===== src/rtl/router_arb_pkg.sv =====
// Shared types and helpers for the router egress arbiter: FSM states, grant encoding,
// header length field and the egress buffer entry layout.
package router_arb_pkg;

  typedef enum logic [1:0] {
    IDLE     = 2'd0,
    HDR_WAIT = 2'd1,
    BODY     = 2'd2
  } arb_state_e;

  localparam logic [1:0] GRANT_NONE = 2'd3;
  localparam int         HDR_LEN_HI = 7;
  localparam int         HDR_LEN_LO = 2;
  localparam int         ENTRY_W    = 11;

  typedef struct packed {
    logic [7:0] data;
    logic       sop;
    logic       eop;
    logic       perr;
  } obuf_entry_t;

  // Bytes still to read after the header: payload plus the parity byte.
  function automatic logic [6:0] hdr_rem(input logic [7:0] hdr);
    return {1'b0, hdr[HDR_LEN_HI:HDR_LEN_LO]} + 7'd1;
  endfunction

  // Round-robin pick: returns {found, port}, searching ptr+1, ptr+2, ptr (mod 3).
  function automatic logic [2:0] rr_pick(input logic [1:0] ptr, input logic [3:0] req);
    logic [2:0] res;
    logic [1:0] p;
    res = {1'b0, GRANT_NONE};
    for (int k = 3; k >= 1; k--) begin
      p = 2'((int'(ptr) + k) % 3);
      if (req[p]) res = {1'b1, p};
    end
    return res;
  endfunction

endpackage


===== src/rtl/router_arb_obuf.sv =====
// Small synchronous FIFO holding tagged egress bytes; head entry is presented
// combinationally so the egress link sees it without extra latency.
module router_arb_obuf
  import router_arb_pkg::*;
#(
  parameter int OBUF_DEPTH = 2,
  parameter int CNT_W      = $clog2(OBUF_DEPTH + 1)
) (
  input  logic              clk,
  input  logic              rst,
  input  logic              push,
  input  obuf_entry_t       din,
  input  logic              pop,
  output obuf_entry_t       head,
  output logic [CNT_W-1:0]  count,
  output logic              empty
);

  localparam int AW = (OBUF_DEPTH > 1) ? $clog2(OBUF_DEPTH) : 1;

  obuf_entry_t      mem_q [OBUF_DEPTH];
  logic [AW-1:0]    wr_ptr_q, wr_ptr_d;
  logic [AW-1:0]    rd_ptr_q, rd_ptr_d;
  logic [CNT_W-1:0] count_q, count_d;
  logic             full, do_push, do_pop;

  function automatic logic [AW-1:0] ptr_inc(input logic [AW-1:0] p);
    return (p == AW'(OBUF_DEPTH - 1)) ? '0 : p + AW'(1);
  endfunction

  assign empty   = (count_q == '0);
  assign full    = (count_q == CNT_W'(OBUF_DEPTH));
  assign do_pop  = pop && !empty;
  assign do_push = push && (!full || do_pop);

  always_comb begin
    wr_ptr_d = wr_ptr_q;
    rd_ptr_d = rd_ptr_q;
    count_d  = count_q;
    if (do_push) wr_ptr_d = ptr_inc(wr_ptr_q);
    if (do_pop)  rd_ptr_d = ptr_inc(rd_ptr_q);
    case ({do_push, do_pop})
      2'b10:   count_d = count_q + CNT_W'(1);
      2'b01:   count_d = count_q - CNT_W'(1);
      default: count_d = count_q;
    endcase
  end

  always_ff @(posedge clk or posedge rst) begin
    if (rst) begin
      wr_ptr_q <= '0;
      rd_ptr_q <= '0;
      count_q  <= '0;
    end else begin
      wr_ptr_q <= wr_ptr_d;
      rd_ptr_q <= rd_ptr_d;
      count_q  <= count_d;
    end
  end

  always_ff @(posedge clk) begin
    if (do_push) mem_q[wr_ptr_q] <= din;
  end

  assign head  = mem_q[rd_ptr_q];
  assign count = count_q;

endmodule


===== src/rtl/router_egress_arbiter.sv =====
// Packet-level round-robin drain of three router FIFOs onto one 8-bit egress link.
// Optional mid-packet abort on FIFO starvation: define ROUTER_ARB_TIMEOUT_EN.
module router_egress_arbiter
  import router_arb_pkg::*;
#(
  parameter int OBUF_DEPTH  = 2,
  parameter int TIMEOUT_CYC = 24
) (
  input  logic       clk,
  input  logic       rst,
  input  logic       valid_out_0,
  input  logic       valid_out_1,
  input  logic       valid_out_2,
  input  logic [7:0] data_out_0,
  input  logic [7:0] data_out_1,
  input  logic [7:0] data_out_2,
  output logic       read_enb_0,
  output logic       read_enb_1,
  output logic       read_enb_2,
  output logic [7:0] eg_data,
  output logic       eg_valid,
  input  logic       eg_ready,
  output logic       eg_sop,
  output logic       eg_eop,
  output logic       eg_perr,
  output logic [1:0] grant
);

  localparam int CNT_W = $clog2(OBUF_DEPTH + 1);

  arb_state_e       state_q, state_d;
  logic [1:0]       grant_q, grant_d;
  logic [1:0]       ptr_q, ptr_d;
  logic [6:0]       rem_q, rem_d;
  logic             inflight_q, inflight_d;
  logic [1:0]       fl_port_q, fl_port_d;
  logic             fl_sop_q, fl_sop_d;
  logic             fl_eop_q, fl_eop_d;
  logic [7:0]       par_q, par_d;

  logic [3:0]       req;
  logic [2:0]       pick;
  logic [7:0]       land_data, par_next;
  logic [CNT_W-1:0] occ;
  logic             empty, pop, push, credit, issue;
  logic [1:0]       issue_port;
  logic [2:0]       rd_en;
  logic             tmo_hit, synth_push;
  obuf_entry_t      head, push_entry;

  assign req = {1'b0, valid_out_2, valid_out_1, valid_out_0};
  assign pop = !empty && eg_ready;

  // Reads in flight (issued last cycle) land this cycle, so they count against space.
  assign credit = eg_ready &&
                  ((int'(occ) - int'(pop) + int'(inflight_q)) < OBUF_DEPTH);

  always_comb begin
    case (fl_port_q)
      2'd0:    land_data = data_out_0;
      2'd1:    land_data = data_out_1;
      default: land_data = data_out_2;
    endcase
  end

`ifdef ROUTER_ARB_TIMEOUT_EN
  localparam int TMO_W = $clog2(TIMEOUT_CYC + 1);
  logic [TMO_W-1:0] tmo_q, tmo_d;

  assign tmo_hit    = (state_q == BODY) && (tmo_q == TMO_W'(TIMEOUT_CYC));
  assign synth_push = tmo_hit && !inflight_q &&
                      ((int'(occ) - int'(pop)) < OBUF_DEPTH);

  always_comb begin
    tmo_d = tmo_q;
    if (state_q != BODY || issue || synth_push) tmo_d = '0;
    else if (!tmo_hit)                          tmo_d = tmo_q + TMO_W'(1);
  end

  always_ff @(posedge clk or posedge rst) begin
    if (rst) tmo_q <= '0;
    else     tmo_q <= tmo_d;
  end
`else
  // Feature compiled out: BODY simply waits for the FIFO to refill.
  assign tmo_hit    = (TIMEOUT_CYC < 0);
  assign synth_push = 1'b0;
`endif

  always_comb begin
    state_d    = state_q;
    grant_d    = grant_q;
    ptr_d      = ptr_q;
    rem_d      = rem_q;
    issue      = 1'b0;
    issue_port = grant_q;
    fl_sop_d   = 1'b0;
    fl_eop_d   = 1'b0;
    pick       = rr_pick(ptr_q, req);
    case (state_q)
      IDLE: begin
        if (pick[2] && credit) begin
          issue      = 1'b1;
          issue_port = pick[1:0];
          grant_d    = pick[1:0];
          ptr_d      = pick[1:0];
          fl_sop_d   = 1'b1;
          state_d    = HDR_WAIT;
        end
      end
      HDR_WAIT: begin
        rem_d   = hdr_rem(land_data);
        state_d = BODY;
      end
      BODY: begin
        if (!tmo_hit && req[grant_q] && credit && rem_q != '0) begin
          issue = 1'b1;
          rem_d = rem_q - 7'd1;
          if (rem_q == 7'd1) begin
            fl_eop_d = 1'b1;
            state_d  = IDLE;
            grant_d  = GRANT_NONE;
          end
        end else if (synth_push) begin
          state_d = IDLE;
          grant_d = GRANT_NONE;
        end
      end
      default: state_d = IDLE;
    endcase
  end

  assign inflight_d = issue;
  assign fl_port_d  = issue_port;
  assign rd_en      = (issue && !rst) ? (3'b001 << issue_port) : 3'b000;

  // Landing stage: byte returns from the FIFO, parity accumulates, entry is pushed.
  assign par_next = fl_sop_q ? land_data : (par_q ^ land_data);
  assign par_d    = inflight_q ? par_next : par_q;
  assign push     = inflight_q || synth_push;

  always_comb begin
    if (synth_push) begin
      push_entry = '{data: 8'h00, sop: 1'b0, eop: 1'b1, perr: 1'b1};
    end else begin
      push_entry = '{data: land_data, sop: fl_sop_q, eop: fl_eop_q,
                     perr: fl_eop_q && (par_next != 8'h00)};
    end
  end

  always_ff @(posedge clk or posedge rst) begin
    if (rst) begin
      state_q    <= IDLE;
      grant_q    <= GRANT_NONE;
      ptr_q      <= 2'd2;
      rem_q      <= '0;
      inflight_q <= 1'b0;
      fl_port_q  <= '0;
      fl_sop_q   <= 1'b0;
      fl_eop_q   <= 1'b0;
    end else begin
      state_q    <= state_d;
      grant_q    <= grant_d;
      ptr_q      <= ptr_d;
      rem_q      <= rem_d;
      inflight_q <= inflight_d;
      fl_port_q  <= fl_port_d;
      fl_sop_q   <= fl_sop_d;
      fl_eop_q   <= fl_eop_d;
    end
  end

  always_ff @(posedge clk) begin
    par_q <= par_d;
  end

  router_arb_obuf #(
    .OBUF_DEPTH (OBUF_DEPTH),
    .CNT_W      (CNT_W)
  ) u_obuf (
    .clk   (clk),
    .rst   (rst),
    .push  (push),
    .din   (push_entry),
    .pop   (pop),
    .head  (head),
    .count (occ),
    .empty (empty)
  );

  assign read_enb_0 = rd_en[0];
  assign read_enb_1 = rd_en[1];
  assign read_enb_2 = rd_en[2];
  assign eg_valid   = !empty;
  assign eg_data    = empty ? 8'h00 : head.data;
  assign eg_sop     = !empty && head.sop;
  assign eg_eop     = !empty && head.eop;
  assign eg_perr    = !empty && head.perr;
  assign grant      = grant_q;

endmodule


===== config.mk =====
export PLATFORM = sky130hd
export DESIGN_NAME = router_egress_arbiter
export DESIGN_NICKNAME = d
export VERILOG_FILES = /design/src/rtl/router_arb_pkg.sv /design/src/rtl/router_arb_obuf.sv /design/src/rtl/router_egress_arbiter.sv
export SDC_FILE = /design/constraint.sdc
export NUM_CORES = 1
export LEC_CHECK = 0
export ABC_AREA = 1
export CELL_PAD_IN_SITES_DETAIL_PLACEMENT = 0
export CELL_PAD_IN_SITES_GLOBAL_PLACEMENT = 1
export CORE_UTILIZATION = 44
export CTS_BUF_LIST = sky130_fd_sc_hd__clkbuf_2 sky130_fd_sc_hd__clkbuf_4 sky130_fd_sc_hd__clkbuf_8
export DETAILED_ROUTE_END_ITERATION = 12
export PLACE_DENSITY_LB_ADDON = 0.2
export SYNTH_ARGS = -nofsm -noshare
export SYNTH_HDL_FRONTEND = slang
export SYNTH_HIERARCHICAL = 1
export SYNTH_SLANG_ARGS = --single-unit

===== constraint.sdc =====
create_clock -name clk -period 4.7 [get_ports clk]
set_input_delay 0.47 -clock clk [delete_from_list [all_inputs] [get_ports clk]]
set_output_delay 0.47 -clock clk [all_outputs]
set_load 0.01 [all_outputs]

==> qor.yml, run 1 <==
setup_path:
  reg2reg_depth: 13
  end_kind: "output port"
  ff2ff_setup_slack_ns: 1.61
  worstPathArrival_ns: 3.56
  cp-start-kind: "flip-flop"
  path_cells: "nor2_2, nor2_1, nand2_1, a21boi_0, fa_1, nor2_1, nand2_1, nor2_1, nand3_1, nand2_1, nand2_1, inv_1, nand2_1, nor2_1, clkdlybuf4s50_1"
  timing.rr.end: "rem_q[5]"
  r2r_start: "u_obuf/count[0]"
  slowest_delay_ns: 0.54
  worstSetupPathType: "flip-flop to output port"
  cp_common_cell: "nand2_1"
  cp_max_fo: 16
  critPathRequiredTime_ns: 4.23
  slowest_stage: "clkdlybuf4s50_1"
route:
  wl_per_cell_um: 12.0
  drcViolationCount: 0
  drtPass1Iterations: 4
  via_count: 2471
  ant_nets: 0
  routed_via_density: 4.71
  detail_route.iter0.violations: 97
  routed_wl_um: 6290
yosys:
  synth-seq-area-share: 0.475
  netlist_area_um2: 3070
  yosysWarningCount: 6
  avgSynthCellArea_um2: 7.76
  synth_cell_types: 31
  synth_edf_count: 30
  async_flop_share: 0.423
  syn_inst: 395
  ys.flop_type: "edfxtp_1"
  synth_seq_cells: 52
  synth_fp_nets: 433
job:
  timing.max_cap.violations: 0
clocking:
  ctsHoldBuffers: 0
  cts_setup_buffers: 0
  clock_latency_ns: 0.30
  ctsResizeCount: 0
  tritoncts: "built"
  cts-root-buf: "clkbuf_8"
  numCtsBuffers: 5
  clock_sinks: 52
  cts_buffer_depth: 2
  cts_htree_levels: 2
  clk_pin_slew_ns: 0.09
global_routing:
  grt_max_degree: 20
  grt_use_total: 0.193
  grt_pass1_wl_um: 11000
  antenna_found_initial: 0
  gr-total-overflow: 0
  grt_pass1_vias: 2320
timing:
  setup_viol: 0
  worst_pin_slew_ns: 0.999
  max_freq_mhz: 248
  period_needed_ns: 4.03
  finalHoldViolCount: 0
  clock_skew_ns: 0.00499
  holdWs_ns: 0.374
  fin_crit_sh: 0.858
  rsz0062_at_grt: "false"
  tns_ns: 0
  slew_headroom: 0.332
  slew_viol_final: 0
finish:
  diodes: 0
  syn_to_final_growth_pct: 21.3
  utilization: 0.551
  drive_gt1_frac: 0.0787
  fin_nets: 482
floorplan:
  ioPinCount: 47
  dieArea_um2: 7310
  initial_core_util: 0.454
  core_area_um2: 6760
  die_x_um: 85.5
  fp-row-count: 30
  die_y_um: 85.5
place:
  hpwl_um: 4820
  gp_congestion: 0.812
  io_buffers: 46
power:
  power.density_nw_per_um2: 656
  ir_worst_vdd_uv: 267
  p_leak_nw: 1.85
hold_path:
  hold_class: "input port to async pin"
outcome:
  outcome: "complete, no violations"
## worst max-delay path, delay by kind of cell, from the launching register on
family / cells / cell delay, ns
AND/OR/NAND/NOR: 11 / 1.68
buffers and inverters: 2 / 0.60
adder cells (fa/ha/maj): 1 / 0.40
AO/OA/AOI/OAI: 1 / 0.12
flip-flops: 1 / 0.46
## synth_stat cells (7+ instances only)
| library cell | count | area share |
|---|---|---|
| nand3_2 | 7 | 0.023 |
| nor2_1 | 42 | 0.051 |
| edfxtp_1 | 30 | 0.29 |
| nand3_1 | 20 | 0.033 |
| inv_1 | 81 | 0.099 |
| nand2_1 | 111 | 0.14 |
| ha_1 | 7 | 0.029 |
| dfrtp_1 | 19 | 0.16 |
| xor2_1 | 11 | 0.031 |
| o21ai_0 | 14 | 0.023 |
## report_power, final
| group | switching [W] | internal, W | leakage [nW] | total [W] |
|---|---|---|---|---|
| Sequential | 0.000118 | 0.000716 | 0.537 | 0.000834 |
| Combinational | 0.000804 | 0.000496 | 1.26 | 0.00130 |
| Clock | 0.000142 | 0.000163 | 0.0548 | 0.000306 |
## layout by cell type, fill, tap and decap left out, drive strengths merged
| cell | n |
|---|---|
| a21boi | 1 |
| a21oi | 5 |
| a31oi | 3 |
| and3 | 1 |
| buf | 1 |
| bufinv | 1 |
| clkbuf | 6 |
| clkdlybuf4s50 | 46 |
| clkinvlp | 1 |
| dfrtp | 19 |
| dfstp | 3 |
| edfxtp | 30 |
| fa | 1 |
| ha | 7 |
| inv | 86 |
| nand2 | 116 |
| nand3 | 27 |
| nand3b | 1 |
| nand4 | 5 |
| nor2 | 47 |
| nor3 | 3 |
| o211ai | 1 |
| o21a | 1 |
| o21ai | 15 |
| or2 | 6 |
| xnor2 | 1 |
| xor2 | 11 |
## sequential cells by signal, summed over array words and instances (netlist names)
name and cells:
grant 2, par_q 8, u_obuf/wr_ptr_q 1, fl_eop_q 1
inflight_q 1, fl_sop_q 1, u_obuf/rd_ptr_q 1, ptr_q 2
rem_q 7, u_obuf/mem_q 22, fl_port_q 2, u_obuf/count 2
state_q 2
## per-layer routing
metal / vias up / part of all wire / track usage
met3: 8 / 0.026 / 0.0331
li1: 1307 / - / -
met1: 1119 / 0.48 / 0.267
met5: - / 0 / 0
met2: 37 / 0.48 / 0.316
met4: 0 / 0.011 / 0.0455
## layout make-up
type | instances | area, um2
clock buffer | 6 | 76.3
clock inverter | 2 | 35.0
fill | 654 | 3040
inverter | 86 | 323
multi-input combinational | 252 | 1260
sequential | 52 | 1460
tap | 80 | 100
timing repair buffer | 47 | 468
## how the worst max path moves through the flow
stage,start,endpoint,slack [ns]
global placement,u_obuf/count[0],read_enb_1,1.11
CTS,u_obuf/count[0],read_enb_0,0.62
finish,u_obuf/count[0],read_enb_0,0.67
global route,u_obuf/count[0],read_enb_1,0.20
floorplan,u_obuf/count[0],read_enb_0,2.04
detailed placement,u_obuf/count[0],read_enb_0,0.97
## stage by stage
stage	instance area (um2)	total power, W	instances	setup slack (ns)
finish	3720	0.00244	525	0.669
global route	3720	0.00268	525	0.199
global placement	3610	0.00212	517	1.11
CTS	3720	0.00246	525	0.624
floorplan	3070	0.00173	395	2.04
detailed placement	3610	0.00215	517	0.973
## kinds of logic (layout without fill, tap and decap cells)
family                   Yosys count  after routing  synth area share
AO/OA/AOI/OAI                     26             26            0.0474
XOR/XNOR                          12             12            0.0343
adder cells (fa/ha/maj)            8              8            0.0351
buffers and inverters             91            141             0.113
flip-flops                        52             52             0.475
AND/OR/NAND/NOR                  206            206             0.295
Power figures use the tool's default switching activity.
==> run 2, diff against run 1 <==
Settings changed: CAP_MARGIN from default to 10, CTS_CLUSTER_DIAMETER from default to 40, HOLD_SLACK_MARGIN from default to 0.08.
==> results of run 2 <==
Same layout as run 1: the final DEF is identical, and so are final timing and power.
==> run 3, diff against run 2 <==
Settings changed: CORE_UTILIZATION 44 to 41, SKIP_CTS_REPAIR_TIMING from default to 1.
Clock period 4.7 ns to 4.55 ns, I/O delays scaled along.
==> run 3 against run 2 <==
Clock power rose by 6%. Critical path depth did not move. Routed wire length fell by 5.8%. Critical path type unchanged.
==> qor.yml, run 3 (synthesis gave the netlist of run 1 again) <==
power:
  p_leak_nw: 1.85  # unchanged
  p_comb_frac: 0.526  # was 0.533
  p_switching_w: 0.00107  # was 0.00106 W
  finalPower_w: 0.00249  # was 0.00244 W
  ir_worst_vdd_uv: 251  # was 267 uV
  power.density_nw_per_um2: 665  # was 656 nW/um2
  pwr-share-seq: 0.344  # was 0.342
  p_int_w: 0.00142  # was 0.00138 W
  power.share.clock: 0.130  # was 0.125
  switching_share: 0.431  # was 0.436
setup_path:
  reg2reg_depth: 13  # unchanged
  worstSetupPathType: "flip-flop to output port"  # unchanged
  r2r_start: "u_obuf/count[1]"  # was u_obuf/count[0]
  timing.rr.end: "rem_q[5]"  # unchanged
  critPathRequiredTime_ns: 4.09  # was 4.23 ns
  ff2ff_setup_slack_ns: 1.51  # was 1.61 ns
  cp_max_fo: 16  # unchanged
  cp-start-kind: "flip-flop"  # unchanged
  end_kind: "output port"  # unchanged
  worstPathArrival_ns: 3.51  # was 3.56 ns
global_routing:
  grt_pass1_vias: 2306  # was 2320
  antenna_found_initial: 0  # unchanged
  grt_use_total: 0.173  # was 0.193
  grt_max_degree: 20  # unchanged
  gr-total-overflow: 0  # unchanged
  grt_pass1_wl_um: 10400  # was 11000 um
route:
  ant_nets: 0  # unchanged
  detail_route.iter0.violations: 79  # was 97
  via_count: 2423  # was 2471
  routed_wl_um: 5920  # was 6290 um
  wl_per_cell_um: 10.9  # was 12.0 um
  drtPass1Iterations: 4  # unchanged
  routed_via_density: 4.45  # was 4.71
  drcViolationCount: 0  # unchanged
timing:
  max_freq_mhz: 252
  slew_viol_final: 0  # unchanged
  worst_pin_slew_ns: 0.906  # was 0.999 ns
  holdWs_ns: 0.347  # was 0.374 ns
  setup_viol: 0  # unchanged
  clock_skew_ns: 0.00679  # was 0.00499 ns
  rsz0062_at_grt: "false"  # unchanged
  period_needed_ns: 3.97
  tns_ns: 0  # unchanged
  slew_headroom: 0.394  # was 0.332
  finalHoldViolCount: 0  # unchanged
  fin_crit_sh: 0.872
finish:
  largest_reg_flops: 22  # unchanged
  syn_to_final_growth_pct: 22.2  # was 21.3%
  fin_nets: 482  # unchanged
  drive_gt1_frac: 0.0787  # unchanged
  reg_top3: "u_obuf/mem_q (22), par_q (8), rem_q (7)"  # unchanged
  top_register: "u_obuf/mem_q"  # unchanged
  nFillCells: 730  # was 654
  utilization: 0.517  # was 0.551
  diodes: 0  # unchanged
  mostFrequentLayoutCell: "nand2_1"  # unchanged
  final_cell_mix: "111 x nand2_1, 81 x inv_1, 46 x clkdlybuf4s50_1"  # unchanged
clocking:
  clk_pin_slew_ns: 0.10  # was 0.09 ns
  cts_htree_levels: 2  # unchanged
  cts-root-buf: "clkbuf_8"  # unchanged
  tritoncts: "built"  # unchanged
  numCtsBuffers: 5  # unchanged
  clock_sinks: 52  # unchanged
  clock_latency_ns: 0.30  # about the same
  cts_buffer_depth: 2  # unchanged
floorplan:
  die_y_um: 88.5  # was 85.5 um
  dieArea_um2: 7830  # was 7310 um2
  initial_core_util: 0.423  # was 0.454
  core_area_um2: 7250  # was 6760 um2
  die_x_um: 88.5  # was 85.5 um
  ioPinCount: 47  # unchanged
  fp-row-count: 31  # was 30
place:
  io_buffers: 46  # unchanged
  gp_congestion: 0.774  # was 0.812
  hpwl_um: 4780  # was 4820 um
outcome:
  outcome: "complete, no violations"  # unchanged
job:
  timing.max_cap.violations: 0  # unchanged
hold_path:
  hold_class: "input port to async pin"  # unchanged
-- run 3: how the worst max path moves through the flow --
stage	from	to	depth (start not counted)
2_1_floorplan	u_obuf/count[0]	read_enb_0	14
3_3_place_gp	u_obuf/count[1]	read_enb_1	15
3_5_place_dp	u_obuf/count[1]	read_enb_1	15
4_1_cts	u_obuf/count[0]	read_enb_1	15
5_1_grt	u_obuf/count[1]	read_enb_1	15
6_report	u_obuf/count[1]	read_enb_1	15
-- run 3: cell type report --
cell class / count / area [um2] / share of cell area
Sequential cell: 52 / 1460 / 0.388
Tap cell: 99 / 124 / 0.0331
Multi-Input combinational cell: 252 / 1260 / 0.337
Clock inverter: 3 / 46.3 / 0.0124
Inverter: 86 / 323 / 0.0861
Clock buffer: 5 / 68.8 / 0.0184
Timing Repair Buffer: 47 / 468 / 0.125
-- run 3: power groups by stage --
stage	Combinational (W)	Sequential, W	Clock, W
2_1_floorplan	0.000953	0.000832	0
4_1_cts	0.00133	0.000860	0.000334
6_report	0.00131	0.000856	0.000324
5_1_grt	0.00152	0.000881	0.000349
3_5_place_dp	0.00132	0.000870	0
3_3_place_gp	0.00131	0.000865	0
-- run 3: critical path, stage by stage, from the launching register on --
cell and delay, ns:
dfrtp_1 0.47, nor2_2 0.49, nor2_1 0.14, nand2_1 0.13, a21boi_0 0.11, fa_1 0.39, nor2_1 0.20, nand2_1 0.08
nor2_1 0.12, nand3_1 0.12, nand2_1 0.13, nand2_1 0.07, inv_1 0.06, nand2_1 0.06, nor2_1 0.09, clkdlybuf4s50_1 0.54
-- run 3: stage by stage --
step | setup WS, ns | instances | area (um2)
2_1_floorplan | 1.91 | 395 | 3070
3_3_place_gp | 0.974 | 536 | 3630
3_5_place_dp | 0.876 | 536 | 3630
4_1_cts | 0.516 | 544 | 3750
5_1_grt | 0.195 | 544 | 3750
6_report | 0.582 | 544 | 3750
-- run 3: metal layers --
layer | up-vias | global-route usage | share of wire
met3 | 4 | 0.0289 | 0.027
met4 | 0 | 0.0425 | 0.0074
met5 | - | 0 | 0
met2 | 33 | 0.288 | 0.47
li1 | 1306 | - | -
met1 | 1080 | 0.235 | 0.50
